$ cat src/rtl/fifo_pkg.sv
// Shared constants and helpers for the multi-channel FIFO and its bench.
// Holds the default geometry, a constant-foldable clog2 and the count-slice index helper.
package fifo_pkg;

    localparam int unsigned DEF_DATA_SIZE = 8;
    localparam int unsigned DEF_ADDR_SIZE = 4;
    localparam int unsigned DEF_NUM_CH    = 4;

    // Bounded loop so the function folds at elaboration and stays synthesizable.
    function automatic int unsigned clog2(input int unsigned value);
        int unsigned res;
        res = 0;
        for (int i = 0; i < 32; i++) begin
            if ((32'd1 << i) < value) begin
                res = i + 1;
            end else begin
                res = res;
            end
        end
        return res;
    endfunction

    function automatic int unsigned cnt_lsb(input int unsigned ch, input int unsigned addr_size);
        return ch * (addr_size + 32'd1);
    endfunction

endpackage

$ cat src/rtl/fifo_ch_ptr.sv
// Pointer pair for one FIFO channel: wrap-bit pointers, full/empty/count, and flush.
module fifo_ch_ptr
    import fifo_pkg::*;
#(
    parameter int unsigned ADDR_SIZE = DEF_ADDR_SIZE
) (
    input  logic                 clk_i,
    input  logic                 rst_ni,
    input  logic                 wr_inc_i,
    input  logic                 rd_inc_i,
    input  logic                 flush_i,
    output logic                 full_o,
    output logic                 empty_o,
    output logic [ADDR_SIZE:0]   count_o,
    output logic [ADDR_SIZE-1:0] waddr_o,
    output logic [ADDR_SIZE-1:0] raddr_o
);

    logic [ADDR_SIZE:0] wptr_q;
    logic [ADDR_SIZE:0] wptr_d;
    logic [ADDR_SIZE:0] rptr_q;
    logic [ADDR_SIZE:0] rptr_d;

    // Next-state pointers; flush overrides any increment on this channel.
    always_comb begin
        wptr_d = wptr_q;
        rptr_d = rptr_q;
        if (flush_i) begin
            wptr_d = '0;
            rptr_d = '0;
        end else begin
            if (wr_inc_i) begin
                wptr_d = wptr_q + {{ADDR_SIZE{1'b0}}, 1'b1};
            end else begin
                wptr_d = wptr_q;
            end
            if (rd_inc_i) begin
                rptr_d = rptr_q + {{ADDR_SIZE{1'b0}}, 1'b1};
            end else begin
                rptr_d = rptr_q;
            end
        end
    end

    // Pointer registers with synchronous active-low reset.
    always_ff @(posedge clk_i) begin
        if (!rst_ni) begin
            wptr_q <= '0;
            rptr_q <= '0;
        end else begin
            wptr_q <= wptr_d;
            rptr_q <= rptr_d;
        end
    end

    // Status decode: the wrap bit distinguishes full from empty when low bits match.
    always_comb begin
        empty_o = (wptr_q == rptr_q);
        full_o  = (wptr_q[ADDR_SIZE] != rptr_q[ADDR_SIZE]) &&
                  (wptr_q[ADDR_SIZE-1:0] == rptr_q[ADDR_SIZE-1:0]);
        count_o = wptr_q - rptr_q;
        waddr_o = wptr_q[ADDR_SIZE-1:0];
        raddr_o = rptr_q[ADDR_SIZE-1:0];
    end

endmodule

$ cat src/rtl/fifo_mc_memory.sv
// Multi-channel FIFO: one shared array carved into NUM_CH circular queues,
// a single write port, a single registered read port, per-channel flush and sticky errors.
module fifo_mc_memory
    import fifo_pkg::*;
#(
    parameter  int unsigned DATA_SIZE = DEF_DATA_SIZE,
    parameter  int unsigned ADDR_SIZE = DEF_ADDR_SIZE,
    parameter  int unsigned NUM_CH    = DEF_NUM_CH,
    localparam int unsigned CH_BITS   = clog2(NUM_CH)
) (
    input  logic                            wclk,
    input  logic                            wrst_n,
    input  logic                            wr_en,
    input  logic [CH_BITS-1:0]              wr_ch,
    input  logic [DATA_SIZE-1:0]            wdata,
    input  logic                            rd_en,
    input  logic [CH_BITS-1:0]              rd_ch,
    output logic [DATA_SIZE-1:0]            rdata,
    output logic                            rvalid,
    input  logic                            flush_en,
    input  logic [CH_BITS-1:0]              flush_ch,
    output logic [NUM_CH-1:0]               full,
    output logic [NUM_CH-1:0]               empty,
    output logic [NUM_CH*(ADDR_SIZE+1)-1:0] count,
    output logic                            ovf_err,
    output logic                            udf_err
);

    localparam int unsigned DEPTH = NUM_CH << ADDR_SIZE;

    logic [DATA_SIZE-1:0] mem_q [0:DEPTH-1];

    logic [NUM_CH-1:0]                 full_s;
    logic [NUM_CH-1:0]                 empty_s;
    logic [NUM_CH-1:0][ADDR_SIZE:0]    cnt_s;
    logic [NUM_CH-1:0][ADDR_SIZE-1:0]  wlo_s;
    logic [NUM_CH-1:0][ADDR_SIZE-1:0]  rlo_s;
    logic [NUM_CH-1:0]                 wr_inc_s;
    logic [NUM_CH-1:0]                 rd_inc_s;
    logic [NUM_CH-1:0]                 flush_s;

    logic                      wr_flush_hit_s;
    logic                      rd_flush_hit_s;
    logic                      wr_acc_s;
    logic                      rd_acc_s;
    logic                      ovf_set_s;
    logic                      udf_set_s;
    logic [CH_BITS+ADDR_SIZE-1:0] waddr_s;
    logic [CH_BITS+ADDR_SIZE-1:0] raddr_s;

    logic [DATA_SIZE-1:0] rdata_q;
    logic [DATA_SIZE-1:0] rdata_d;
    logic                 rvalid_q;
    logic                 rvalid_d;
    logic                 ovf_q;
    logic                 ovf_d;
    logic                 udf_q;
    logic                 udf_d;

    genvar c;
    generate
        for (c = 0; c < NUM_CH; c++) begin : g_ch
            localparam int unsigned LSB = cnt_lsb(c, ADDR_SIZE);

            fifo_ch_ptr #(
                .ADDR_SIZE (ADDR_SIZE)
            ) u_ptr (
                .clk_i    (wclk),
                .rst_ni   (wrst_n),
                .wr_inc_i (wr_inc_s[c]),
                .rd_inc_i (rd_inc_s[c]),
                .flush_i  (flush_s[c]),
                .full_o   (full_s[c]),
                .empty_o  (empty_s[c]),
                .count_o  (cnt_s[c]),
                .waddr_o  (wlo_s[c]),
                .raddr_o  (rlo_s[c])
            );

            assign count[LSB +: ADDR_SIZE+1] = cnt_s[c];
        end
    endgenerate

    // Request decode on pre-edge flags; a flush of the addressed channel swallows the request.
    always_comb begin
        wr_flush_hit_s = flush_en && (flush_ch == wr_ch);
        rd_flush_hit_s = flush_en && (flush_ch == rd_ch);
        wr_acc_s  = wr_en && !full_s[wr_ch]  && !wr_flush_hit_s;
        rd_acc_s  = rd_en && !empty_s[rd_ch] && !rd_flush_hit_s;
        ovf_set_s = wr_en && full_s[wr_ch]   && !wr_flush_hit_s;
        udf_set_s = rd_en && empty_s[rd_ch]  && !rd_flush_hit_s;
        waddr_s   = {wr_ch, wlo_s[wr_ch]};
        raddr_s   = {rd_ch, rlo_s[rd_ch]};
        wr_inc_s  = '0;
        rd_inc_s  = '0;
        flush_s   = '0;
        if (wr_acc_s) begin
            wr_inc_s[wr_ch] = 1'b1;
        end else begin
            wr_inc_s = '0;
        end
        if (rd_acc_s) begin
            rd_inc_s[rd_ch] = 1'b1;
        end else begin
            rd_inc_s = '0;
        end
        if (flush_en) begin
            flush_s[flush_ch] = 1'b1;
        end else begin
            flush_s = '0;
        end
    end

    // Shared storage; not reset, and writes are blocked while reset is asserted.
    always_ff @(posedge wclk) begin
        if (wrst_n && wr_acc_s) begin
            mem_q[waddr_s] <= wdata;
        end
    end

    // Next-state for the read register and the sticky error flags.
    always_comb begin
        rdata_d  = rdata_q;
        rvalid_d = rd_acc_s;
        ovf_d    = ovf_q | ovf_set_s;
        udf_d    = udf_q | udf_set_s;
        if (rd_acc_s) begin
            rdata_d = mem_q[raddr_s];
        end else begin
            rdata_d = rdata_q;
        end
    end

    // Registered read path and error flags.
    always_ff @(posedge wclk) begin
        if (!wrst_n) begin
            rdata_q  <= '0;
            rvalid_q <= 1'b0;
            ovf_q    <= 1'b0;
            udf_q    <= 1'b0;
        end else begin
            rdata_q  <= rdata_d;
            rvalid_q <= rvalid_d;
            ovf_q    <= ovf_d;
            udf_q    <= udf_d;
        end
    end

    assign rdata   = rdata_q;
    assign rvalid  = rvalid_q;
    assign full    = full_s;
    assign empty   = empty_s;
    assign ovf_err = ovf_q;
    assign udf_err = udf_q;

endmodule

$ cat config.mk
export PLATFORM = sky130hd
export DESIGN_NAME = fifo_mc_memory
export DESIGN_NICKNAME = d
export VERILOG_FILES = /design/src/rtl/fifo_pkg.sv /design/src/rtl/fifo_ch_ptr.sv /design/src/rtl/fifo_mc_memory.sv
export SDC_FILE = /design/constraint.sdc
export NUM_CORES = 1
export LEC_CHECK = 0
export BUFFER_PORTS_ARGS = -buffer_cell sky130_fd_sc_hd__buf_4
export CAP_MARGIN = 40
export CORE_MARGIN = 5
export CORE_UTILIZATION = 56
export DETAILED_ROUTE_END_ITERATION = 10
export GPL_TIMING_DRIVEN = 1
export PLACE_DENSITY = 0.75
export SKIP_CTS_REPAIR_TIMING = 1
export SYNTH_ARGS = -nofsm -noshare
export SYNTH_HDL_FRONTEND = slang
export SYNTH_SLANG_ARGS = --single-unit
export TNS_END_PERCENT = 20
$ cat constraint.sdc
create_clock -name wclk -period 3.1 [get_ports wclk]
set_input_delay 0 -clock wclk [delete_from_list [all_inputs] [get_ports wclk]]
set_output_delay 0 -clock wclk [all_outputs]
set_load 0.03 [all_outputs]
==> results_dict.tcl <==
set metrics [dict create \
    rsz0062_at_grt "no" \
    synth_top_area_cell "edfxtp_1" \
    leakagePower_nw 9.23 \
    min_period_ns 3.07 \
    avgSynthCellArea_um2 15.4 \
    path_clk_slew_ns 0.06 \
    drtIter0Drc 1432 \
    synthCells 1548 \
    start_util_pct 56.8 \
    synth.area.top_cells "edfxtp_1 64%, mux2i_1 11%, dfxtp_1 4.3%, nor2_1 1.8%, mux2_2 1.7%" \
    antenna_found_initial 0 \
    die_area_um2 46800 \
    hp-start "wr_ch[0]" \
    clockBufferDepth 3 \
    io-pin-count 58 \
    endpoint_kind "flop" \
    wl_per_cell_um 24.5 \
    hp-class "in2reg" \
    cts_made_buffers 54 \
    final-hold-violation-count 2 \
    seq_area_frac_synth_pct 68.7 \
    crit_type "reg2reg" \
    clkLatencyLatePin_ns 0.60 \
    fp-row-count 75 \
    whs_endpoint "g_ch[1].u_ptr.wptr_q[4]" \
    setup_ws_ns 0.0288 \
    period_share_pct 99.1 \
    r2r-start "g_ch[2].u_ptr.rptr_q[3]" \
    drive_above_1_share_pct 19.8 \
    antenna_left 0 \
    vias_per_cell 6.08 \
    slew_headroom_pct 42.9 \
    die_y_um 216 \
    post-place-ws_ns 0.0494 \
    syn_nets 1595 \
    status "complete, but fails checks" \
    startpoint_type "flop" \
    ys_top_cells_by_count "512 x edfxtp_1, 260 x mux2i_1, 117 x nor2_1" \
    drt_wl_total_um 56500 \
    clock_skew_ns 0.0157 \
    path_buf_inv 2 \
    grt_usage_pct 23.9 \
    synthDistinctLibCells 55 \
    slowest_delay_ns 0.69 \
    synthArstFlopShare_pct 0 \
    reg2reg_slack_ns 0.03 \
    syn_area_um2 23900 \
    slowest_stage "mux4_2" \
    min_path_cells 5 \
    failed_checks "hold timing" \
    grt_pass1_wl_um 85900 \
    fill_cells 2916 \
    p_total_mw 15.8 \
    hpwl_um 36400 \
    first_pass_iters 6 \
    syn_to_final_growth_pct 15.9 \
    n_antenna_cell 0 \
    nets 1772 \
    ff2ff_path_depth 9 \
    synth_top_area_share_pct 64.4 \
    worst-path-max-fanout 15 \
    cts_sinks 563 \
    synth_seq_cells 563 \
    gp_congestion 0.931 \
    h-tree-depth 2 \
    grt_pass1_vias 14200 \
    finalMaxSlewViolations 0 \
    whs_ns -0.00344 \
    timing.setup.tns_ns 0 \
    cts_tree "yes" \
    cts_root_buf "clkbuf_16" \
    power_density_nw_per_um2 572 \
    port_buffers 57 \
    synth_most_common_cell "edfxtp_1" \
    cp_data_required_time_ns 3.57 \
    worstMarginPinSlew_ns 0.856 \
    die_w_um 216 \
    setup_viol 0 \
    grt_max_degree 65 \
    fmax_mhz 326 \
    drv_cap 0 \
    core_um2 42000 \
    crit_arrival_ns 3.54 \
    path_cells "inv_1 -> ha_1 -> nand4_1 -> nor2_1 -> mux4_2 -> nor4_1 -> buf_4 -> and4_1 -> a21oi_1" \
    rr_endpoint "rdata[4]" \
    yosysWarnings 0 \
    grt_overflow_total 0 \
    synth_ff_type "edfxtp_1" \
    cp_top_family "simple AND/OR/NAND/NOR gates" \
    synth_edf_count 512 \
    vias 14100 \
    ir_drop_mv 0.494 \
    drc 0 \
]
## cells in the final DEF (no fill, tap or decap), types with 15 or more instances in the layout
master / instances
a211oi_1: 25
a21oi_1: 21
buf_4: 187
clkbuf_16: 57
dfxtp_1: 50
edfxtp_1: 512
ha_1: 24
inv_1: 39
mux2_2: 34
mux2i_1: 260
mux4_2: 15
nand2_1: 67
nand2b_1: 16
nor2_1: 116
nor2b_1: 31
o21ai_0: 21
o22ai_1: 38
xnor2_1: 30
## worst reg2reg max path, stage by stage, from the launching register on
cell	delay (ns)
dfxtp_1	0.38
inv_1	0.11
ha_1	0.36
nand4_1	0.16
nor2_1	0.09
mux4_2	0.69
nor4_1	0.56
buf_4	0.20
and4_1	0.30
a21oi_1	0.10
## through the flow
stage	utilization [%]	std cells	cell area (um2)
floorplan	-	1548	23900
global placement	61.0	2201	25700
detailed placement	61.1	2202	25700
CTS	65.6	2304	27600
global route	65.8	2310	27600
finish	65.8	2310	27600
## where the power goes
part / internal, mW / switching [mW]
Combinational: 0.150 / 0.369
Sequential: 8.29 / 0.0161
Clock: 4.17 / 2.81
## layer usage
layer  share of wire, %  vias up  GRT usage, %
met5                  0        -             0
met4                3.5        0          8.46
met3                7.1      117          3.15
met2                 50      584          40.2
met1                 40     7036          32.5
li1                   -     6313             -
## layout make-up
class / count / area, um2 / area share [%]
flip-flops and latches: 563 / 16400 / 59.3
multi-input cells: 864 / 6890 / 24.9
repair buffers: 203 / 1650 / 5.96
clock buffers: 63 / 1450 / 5.24
well taps: 539 / 674 / 2.44
clock inverters: 39 / 447 / 1.62
inverters: 39 / 146 / 0.529
## cell families after synthesis
kind of cell,Yosys count,synth area share (%)
xor gates and xnor gates,39,1.43
muxes,312,14.2
and+or+nand+nor,317,6.67
buffers and inverters,121,2.58
adders and majority gates,28,1.59
DFF,563,68.7
AOI/OAI and AO/OA,168,4.87
## registers in the layout (all words and copies together), names as in the netlist
| name | flops |
|---|---|
| rvalid | 1 |
| udf_err | 1 |
| g_ch.u_ptr.wptr_q | 20 |
| mem_q | 512 |
| g_ch.u_ptr.rptr_q | 20 |
| rdata | 8 |
| ovf_err | 1 |
## worst max-delay path by stage
stage,from,endpoint,cells past startpoint
global placement,g_ch[2].u_ptr.rptr_q[1],rdata[1],9
detailed placement,g_ch[2].u_ptr.rptr_q[1],rdata[1],9
global route,g_ch[3].u_ptr.rptr_q[1],mem_q[31][2],10
finish,g_ch[2].u_ptr.rptr_q[3],rdata[4],9
floorplan,g_ch[3].u_ptr.rptr_q[2],mem_q[56][0],10
CTS,g_ch[2].u_ptr.rptr_q[1],rdata[1],9
Note: power is estimated with default switching activity, not from simulation.
